--- src/rtl/uart_pkg.sv ---
// uart_pkg: shared UART constants (parity modes, oversample/sample ticks) and rx FSM state type
package uart_pkg;
  localparam int PAR_NONE = 0;
  localparam int PAR_EVEN = 1;
  localparam int PAR_ODD = 2;
  localparam int OVERSAMPLE = 16;
  localparam logic [3:0] SAMPLE_A = 4'd7;
  localparam logic [3:0] SAMPLE_B = 4'd8;
  localparam logic [3:0] SAMPLE_C = 4'd9;
  localparam logic [3:0] OS_LAST = 4'(OVERSAMPLE - 1);
  typedef enum logic [2:0] {RX_IDLE, RX_START, RX_DATA, RX_PARITY, RX_STOP, RX_BREAK} rx_state_t;
endpackage

--- src/rtl/uart_baud_tick.sv ---
// uart_baud_tick: free-running 0..CLK_DIV-1 counter; ports clk, reset (async), restart (sync, to 0), tick (1-clk pulse at wrap)
module uart_baud_tick #(
  parameter int CLK_DIV = 326
) (
  input  logic clk,
  input  logic reset,
  input  logic restart,
  output logic tick
);
  localparam int CW = $clog2(CLK_DIV);
  logic [CW-1:0] cnt;
  assign tick = cnt == CW'(CLK_DIV - 1);
  always_ff @(posedge clk or posedge reset)
    if (reset) cnt <= '0;
    else cnt <= (restart || tick) ? '0 : cnt + 1'b1;
endmodule

--- src/rtl/uart_rx_core.sv ---
// uart_rx_core: oversampling UART receiver; ports clk, reset (async), rx_in, data_out/data_valid/data_ready handshake, parity_err, frame_err, overrun, busy
module uart_rx_core import uart_pkg::*; #(
  parameter int CLK_DIV = 326,
  parameter int DATA_BITS = 8,
  parameter int PARITY = 0,
  parameter int STOP_BITS = 1
) (
  input  logic                 clk,
  input  logic                 reset,
  input  logic                 rx_in,
  output logic [DATA_BITS-1:0] data_out,
  output logic                 data_valid,
  input  logic                 data_ready,
  output logic                 parity_err,
  output logic                 frame_err,
  output logic                 overrun,
  output logic                 busy
);
  rx_state_t state, state_n;
  logic rx_meta, rxs, rxs_d, fall, tick, restart, samp, bit_end, maj, last_stop, done, accept;
  logic s_a, s_b, stop_cnt, pe_r, fe_r;
  logic [3:0] os_cnt, bit_cnt;
  logic [DATA_BITS-1:0] shreg;
  uart_baud_tick #(.CLK_DIV(CLK_DIV)) u_tick (.clk(clk), .reset(reset), .restart(restart), .tick(tick));
  assign fall = rxs_d & ~rxs;
  assign samp = tick && os_cnt == SAMPLE_C;
  assign bit_end = tick && os_cnt == OS_LAST;
  assign maj = (s_a & s_b) | (s_a & rxs) | (s_b & rxs);
  assign last_stop = (STOP_BITS == 1) || stop_cnt;
  assign done = state == RX_STOP && samp && last_stop;
  assign accept = data_valid & data_ready;
  always_ff @(posedge clk or posedge reset)
    if (reset) {rx_meta, rxs, rxs_d} <= 3'b111;
    else {rx_meta, rxs, rxs_d} <= {rx_in, rx_meta, rxs};
  always_ff @(posedge clk or posedge reset)
    if (reset) state <= RX_IDLE;
    else state <= state_n;
  always_comb begin
    state_n = state;
    case (state)
      RX_IDLE:   state_n = fall ? RX_START : RX_IDLE;
      RX_START:  state_n = (samp && maj) ? RX_IDLE : bit_end ? RX_DATA : RX_START;
      RX_DATA:   state_n = (bit_end && bit_cnt == 4'(DATA_BITS)) ? (PARITY != PAR_NONE ? RX_PARITY : RX_STOP) : RX_DATA;
      RX_PARITY: state_n = bit_end ? RX_STOP : RX_PARITY;
      RX_STOP:   state_n = done ? (rxs ? RX_IDLE : RX_BREAK) : RX_STOP;
      RX_BREAK:  state_n = rxs ? RX_IDLE : RX_BREAK;
      default:   state_n = RX_IDLE;
    endcase
  end
  always_comb begin
    busy = state != RX_IDLE;
    restart = state == RX_IDLE && fall;
  end
  always_ff @(posedge clk or posedge reset)
    if (reset) begin
      os_cnt <= '0;
      bit_cnt <= '0;
      stop_cnt <= 1'b0;
      s_a <= 1'b0;
      s_b <= 1'b0;
      shreg <= '0;
      pe_r <= 1'b0;
      fe_r <= 1'b0;
    end else begin
      if (restart) begin
        os_cnt <= '0;
        bit_cnt <= '0;
        stop_cnt <= 1'b0;
        pe_r <= 1'b0;
        fe_r <= 1'b0;
      end else if (tick) os_cnt <= os_cnt + 1'b1;
      if (tick && os_cnt == SAMPLE_A) s_a <= rxs;
      if (tick && os_cnt == SAMPLE_B) s_b <= rxs;
      if (samp && state == RX_DATA) begin
        shreg <= {maj, shreg[DATA_BITS-1:1]};
        bit_cnt <= bit_cnt + 1'b1;
      end
      if (samp && state == RX_PARITY) pe_r <= (^shreg) ^ maj ^ (PARITY == PAR_ODD);
      if (samp && state == RX_STOP && !maj) fe_r <= 1'b1;
      if (bit_end && state == RX_STOP) stop_cnt <= 1'b1;
    end
  always_ff @(posedge clk or posedge reset)
    if (reset) begin
      data_out <= '0;
      data_valid <= 1'b0;
      parity_err <= 1'b0;
      frame_err <= 1'b0;
      overrun <= 1'b0;
    end else begin
      if (done && (!data_valid || data_ready)) begin
        data_out <= shreg;
        parity_err <= pe_r;
        frame_err <= fe_r | ~maj;
        data_valid <= 1'b1;
      end else if (accept) data_valid <= 1'b0;
      if (done && data_valid && !data_ready) overrun <= 1'b1;
      else if (accept) overrun <= 1'b0;
    end
endmodule
--- config.mk ---
export PLATFORM = sky130hd
export DESIGN_NAME = uart_rx_core
export DESIGN_NICKNAME = d
export VERILOG_FILES = /design/src/rtl/uart_pkg.sv /design/src/rtl/uart_baud_tick.sv /design/src/rtl/uart_rx_core.sv
export SDC_FILE = /design/constraint.sdc
export NUM_CORES = 1
export LEC_CHECK = 0
export CORE_ASPECT_RATIO = 0.9
export CORE_MARGIN = 2
export CORE_UTILIZATION = 35
export CTS_CLUSTER_SIZE = 16
export DETAILED_ROUTE_END_ITERATION = 6
export PLACE_DENSITY = 0.49
export SKIP_LAST_GASP = 1
export SYNTH_ARGS = -nofsm -noshare
export SYNTH_HDL_FRONTEND = slang
export SYNTH_SLANG_ARGS = --single-unit
--- constraint.sdc ---
create_clock -name clk -period 3.2 [get_ports clk]
set_input_delay 0.48 -clock clk [delete_from_list [all_inputs] [get_ports clk]]
set_output_delay 0.48 -clock clk [all_outputs]
set_load 0.01 [all_outputs]
# Yosys cells after proc, flatten, opt, wreduce, memory -nomap -nowiden
# Index checks and enable logic that the tools add are counted.
# word_totals
regBits	47
input_bits	4
output_inout_bits	13
word_cells	89
# op_classes
n_addsub	3
eq_ne	11
n_mux	19
bitwise	11
reduce_logical	28
# ops
cell	n
3-bit one-hot mux with 6 select lines	1
4-bit equality test, second input constant	4
4-bit two-way mux	4
1-bit logical AND	14
3-bit two-way mux	4
2-bit nonzero test	6
9-bit by 1-bit adder with 9-bit output, second input constant	1
9-bit equality test, second input constant	1
9-bit two-way mux	1
4-bit by 1-bit adder with 4-bit output, second input constant	2
8-bit XOR reduction	1
1-bit two-way mux	7
3-bit by 2-bit equality test with 1-bit output, second input constant	2
3-bit equality test, second input constant	2
1-bit AND	5
4-bit by 3-bit equality test with 1-bit output, second input constant	1
2-bit two-way mux	2
3-bit by 1-bit equality test with 1-bit output, second input constant	1
1-bit logical NOT	3
3-bit logical NOT	1
1-bit OR	3
3-bit nonzero test	1
1-bit logical OR	2
1-bit inverter	2
1-bit bitwise XOR	1

# Depth between registers and ports, before layout
# depth
word_depth	6
mapped_depth	9

# Cells and area by module
# From an unflattened synthesis, not the netlist that was laid out.
# hier_totals
hier_cells	190
hier_area_um2	2299.7
# modules_own_cells
mod	n_inst	cells_per_inst	area_per_inst_um2	seq_area_each_um2
uart_rx_core	1	144	1830.5	954.7
uart_baud_tick	1	46	469.2	225.2

# Worst setup path after synthesis
# No wires, ideal clock.
# synth_timing
path_type	flip-flop to flip-flop
from	register u_tick.cnt[1]
to	register bit_cnt[3]
setup_ns	0.118
arrival_ns	2.264
slack_ns	0.818
stages_incl_launch_ff	9
n_path_buf	2
path_cell_list	dfrtp_1 -> inv_1 -> ha_1 -> or4b_1 -> buf_2 -> or4_4 -> buf_6 -> mux2_4 -> a21o_1
# synth_via
elab_chain_len	4
# synth_lines
item	line_no	rtl
from (decl)	uart_baud_tick.sv:11	logic [CW-1:0] cnt;
from (signal assigned)	uart_baud_tick.sv:15	else cnt <= (restart || tick) ? '0 : cnt + 1'b1;
9-bit equality test (*)	uart_baud_tick.sv:12	assign tick = cnt == CW'(CLK_DIV - 1);
1-bit logical AND (*)	uart_rx_core.sv:26	assign samp = tick && os_cnt == SAMPLE_C;
1-bit logical AND (*)	uart_rx_core.sv:74	if (samp && state == RX_DATA) begin
4-bit two-way mux or 2-bit nonzero test (tied branches)	n/a	
to (signal assigned)	uart_rx_core.sv:76	bit_cnt <= bit_cnt + 1'b1;
to (decl)	uart_rx_core.sv:22	logic [3:0] os_cnt, bit_cnt;
# Every way passes the cells marked *; elsewhere a longest branch is shown, timed or not.
# A chain may end at the register's enable or synchronous reset.

# Final worst setup path
# layout_timing
from	register u_tick.cnt[1]
to	register data_out[2]
# layout_via
elab_chain_len	4
# layout_lines
item	line_no	rtl
9-bit equality test	uart_baud_tick.sv:12	
1-bit logical AND	uart_rx_core.sv:26	
1-bit logical AND	uart_rx_core.sv:30	assign done = state == RX_STOP && samp && last_stop;
1-bit logical AND	uart_rx_core.sv:90	if (done && (!data_valid || data_ready)) begin
to (signal assigned)	uart_rx_core.sv:91	data_out <= shreg;
to (decl)	uart_rx_core.sv:11	output logic [DATA_BITS-1:0] data_out,
# No other way between the ends.

==> qor.csv <==
metric,value,unit
outcome,finished clean,
grt_max_degree,48,
synth_top_family_by_area,simple AND/OR/NAND/NOR gates,
period_minus_slack,2684,ps
p_leak,0.001191,uW
fmax,372.6,MHz
synth.distinct_cells,41,
path_clk_slew,80,ps
min_path_type,reg -> reg,
syn_avg_cell_area,11.72,sq um
rsz0062_at_grt,no,
syn_nets,203,
endpoint_kind,flop,
p_sw_share,28.02,%
clockRootBuffer,clkbuf_8,
min_from,rx_meta,
synthesis.area,2250,sq um
track_usage,13.74,%
antenna_left,0,
crit_type,reg -> reg,
relSlewSlack,29.45,%
synth-adder-area-share,4.338,%
cap_viol_max_count,0,
first_pass_iters,4,
finalHoldViolations,0,
grt_pass1_vias,1445,
min_to,rxs,
cts_resized,0,
antenna_found_initial,0,
vias,1468,
period_share,83.86,%
cts_buffer_depth,2,
fin_tns_setup,0,ps
power.internal,882.9,uW
path_max_fanout,10,
nets,221,
diodes,0,
grt_first_pass_wirelength,7369,um
finalWirelength,4339,um
peakVddDrop,0.2611,mV
synth-simple-area-share,16.91,%
start_kind,flop,
cts_setup_buffers,0,
worst-r2r-cell-count,6,
reg2reg_from,u_tick.cnt[1],
drt-vias-per-instance,4.943,
dp_hpwl,3055,um
die_y,80.06,um
reg2reg_slack,520,ps
pwr-share-clk,29.7,%
p_seq_share,57.6,%
synth_compound_area_share,3.949,%
ctsHoldBuffers,0,
port_buffers,16,
switchingPower,343.7,uW
area_growth,14.29,%
layout_commonest_cell,dfrtp_1,
ioPinCount,17,
yosysSeqAreaShare,52.45,%
finalClockSkew,6.151,ps
fillerInstances,582,
hold_depth,0,
fin_util,41.59,%
core,6182,sq um
drive_above_1_share,17.14,%
synth_xor_area_share,7.230,%
r2r_end,data_out[2],
h-tree-depth,2,
clkLatencyLatePin,300,ps
ys_ff_latch,47,
setup_viol,0,
power_frac_comb,12.7,%
required,3390,ps
multi_input_comb_area,1005,sq um
cts_tree,done,
cts_buffers,5,
area.sequential,1180,sq um
finalMaxSlewViolations,0,
rows,27,
ys.warnings.count,0,
power_density,477.1,nW/um^2
finalWeightedCongestion,0.7755,
dieArea,7086,sq um
mostFrequentLayoutCells,"dfrtp_1 (44), mux2_2 (16), clkdlybuf4s50_1 (16), nand2_1 (13), nor2_1 (13)",
wire_per_inst,14.61,um
worst_pin_slew,1049,ps
die_w,88.51,um
drtIter0Drc,61,
synthMuxAreaShare,12.24,%
gr-total-overflow,0,
synthCells,192,
cts_sinks,47,
arrival,2870,ps
drc_errors,0,
start_util,36.39,%
-- worst max-delay path by stage --
stage / startpoint / endpoint / slack [ps] / depth (start not counted)
4_1_cts: u_tick.cnt[1] / data_out[2] / 510 / 6
2_1_floorplan: u_tick.cnt[1] / bit_cnt[3] / 820 / 8
6_report: u_tick.cnt[1] / data_out[2] / 520 / 6
3_5_place_dp: u_tick.cnt[1] / data_out[2] / 540 / 6
3_3_place_gp: u_tick.cnt[1] / data_out[5] / 660 / 6
5_1_grt: u_tick.cnt[1] / data_out[2] / 210 / 6
-- state kept, by name (all words and copies together) (netlist names), 3 cells and up --
signal	count
u_tick.cnt	9
data_out	8
shreg	8
bit_cnt	4
os_cnt	4
state	3
-- per-stage QoR --
stage                     total power, uW  hold WS (ps)  cells  instance area [sq um]  worst slack [ps]
after floorplan                     828.1         345.2    192                   2250             818.0
after global placement              870.5         355.3    290                   2484             661.4
after detailed placement            874.2         356.6    290                   2484             540.4
after CTS                            1241         369.1    297                   2571             513.6
after global routing                 1310         373.3    297                   2571             211.7
final                                1227         368.6    297                   2571             516.4
-- cell families (layout without fill, tap and decap cells) --
group,count (synthesis),in the layout
flops,47,47
buf+inv,13,31
compound gates,15,15
fa+ha+maj,8,8
mux,23,23
simple gates,69,69
xor+xnor,17,17
-- synthesized netlist by cell type --
cell type  count  area share (%)
a21o_1         2            0.67
a21oi_1        5             1.1
a31o_2         1            0.39
and3_1         3            0.83
and3b_1        1            0.39
and4_1         1            0.39
and4b_1        1            0.44
buf_2          1            0.22
buf_6          2             1.0
clkbuf_1       2            0.33
dfrtp_1       44              49
dfstp_2        3             3.5
ha_1           7             3.9
inv_1          8             1.3
maj3_1         1            0.44
mux2_2        16             8.0
mux2_4         5             3.3
mux2i_1        2            0.89
nand2_1       13             2.2
nand2b_1       4             1.1
nand3_1       10             2.2
nand3b_1       1            0.33
nand4_1        3            0.83
nand4b_1       2            0.78
nor2_1        13             2.2
nor2b_1        1            0.28
nor3_1         6             1.3
nor3b_1        1            0.33
nor4_1         2            0.56
nor4b_1        1            0.39
o2111ai_1      1            0.39
o21ai_0        5             1.1
o22ai_1        1            0.28
or3_1          1            0.28
or3b_2         2            0.78
or4_1          1            0.33
or4_4          1            0.50
or4b_1         1            0.44
xnor2_1        9             3.5
xnor3_1        1             1.0
xor2_1         7             2.7
-- routing by layer --
layer	part of all wire, %	global-route usage (%)
met3	3.0	4.214
met2	45	19.47
met1	51	20.47
met5	0	0
met4	0.44	3.182
-- power by group through the flow --
stage               sequential (uW)  combinational (uW)  clock, uW
floorplan                       698                 131          0
global placement                715                 156          0
detailed placement              718                 157          0
CTS                             706                 158        377
global route                    718                 184        407
finish                          707                 156        364
-- worst max-delay path: stages (launching register included) --
cell and delay [ps]:
dfrtp_1 420, inv_1 70, ha_1 150, or4b_1 570
nor4_1 570, nand2_1 400, mux2_2 380
-- cell type report --
class / count / area share, %
Tap cell: 87 / 4.234
Clock buffer: 6 / 3.212
Timing Repair Buffer: 16 / 6.229
Sequential cell: 47 / 45.89
Multi-Input combinational cell: 132 / 39.08
Inverter: 8 / 1.168
Clock inverter: 1 / 0.1946
Power figures use the tool's default switching activity.
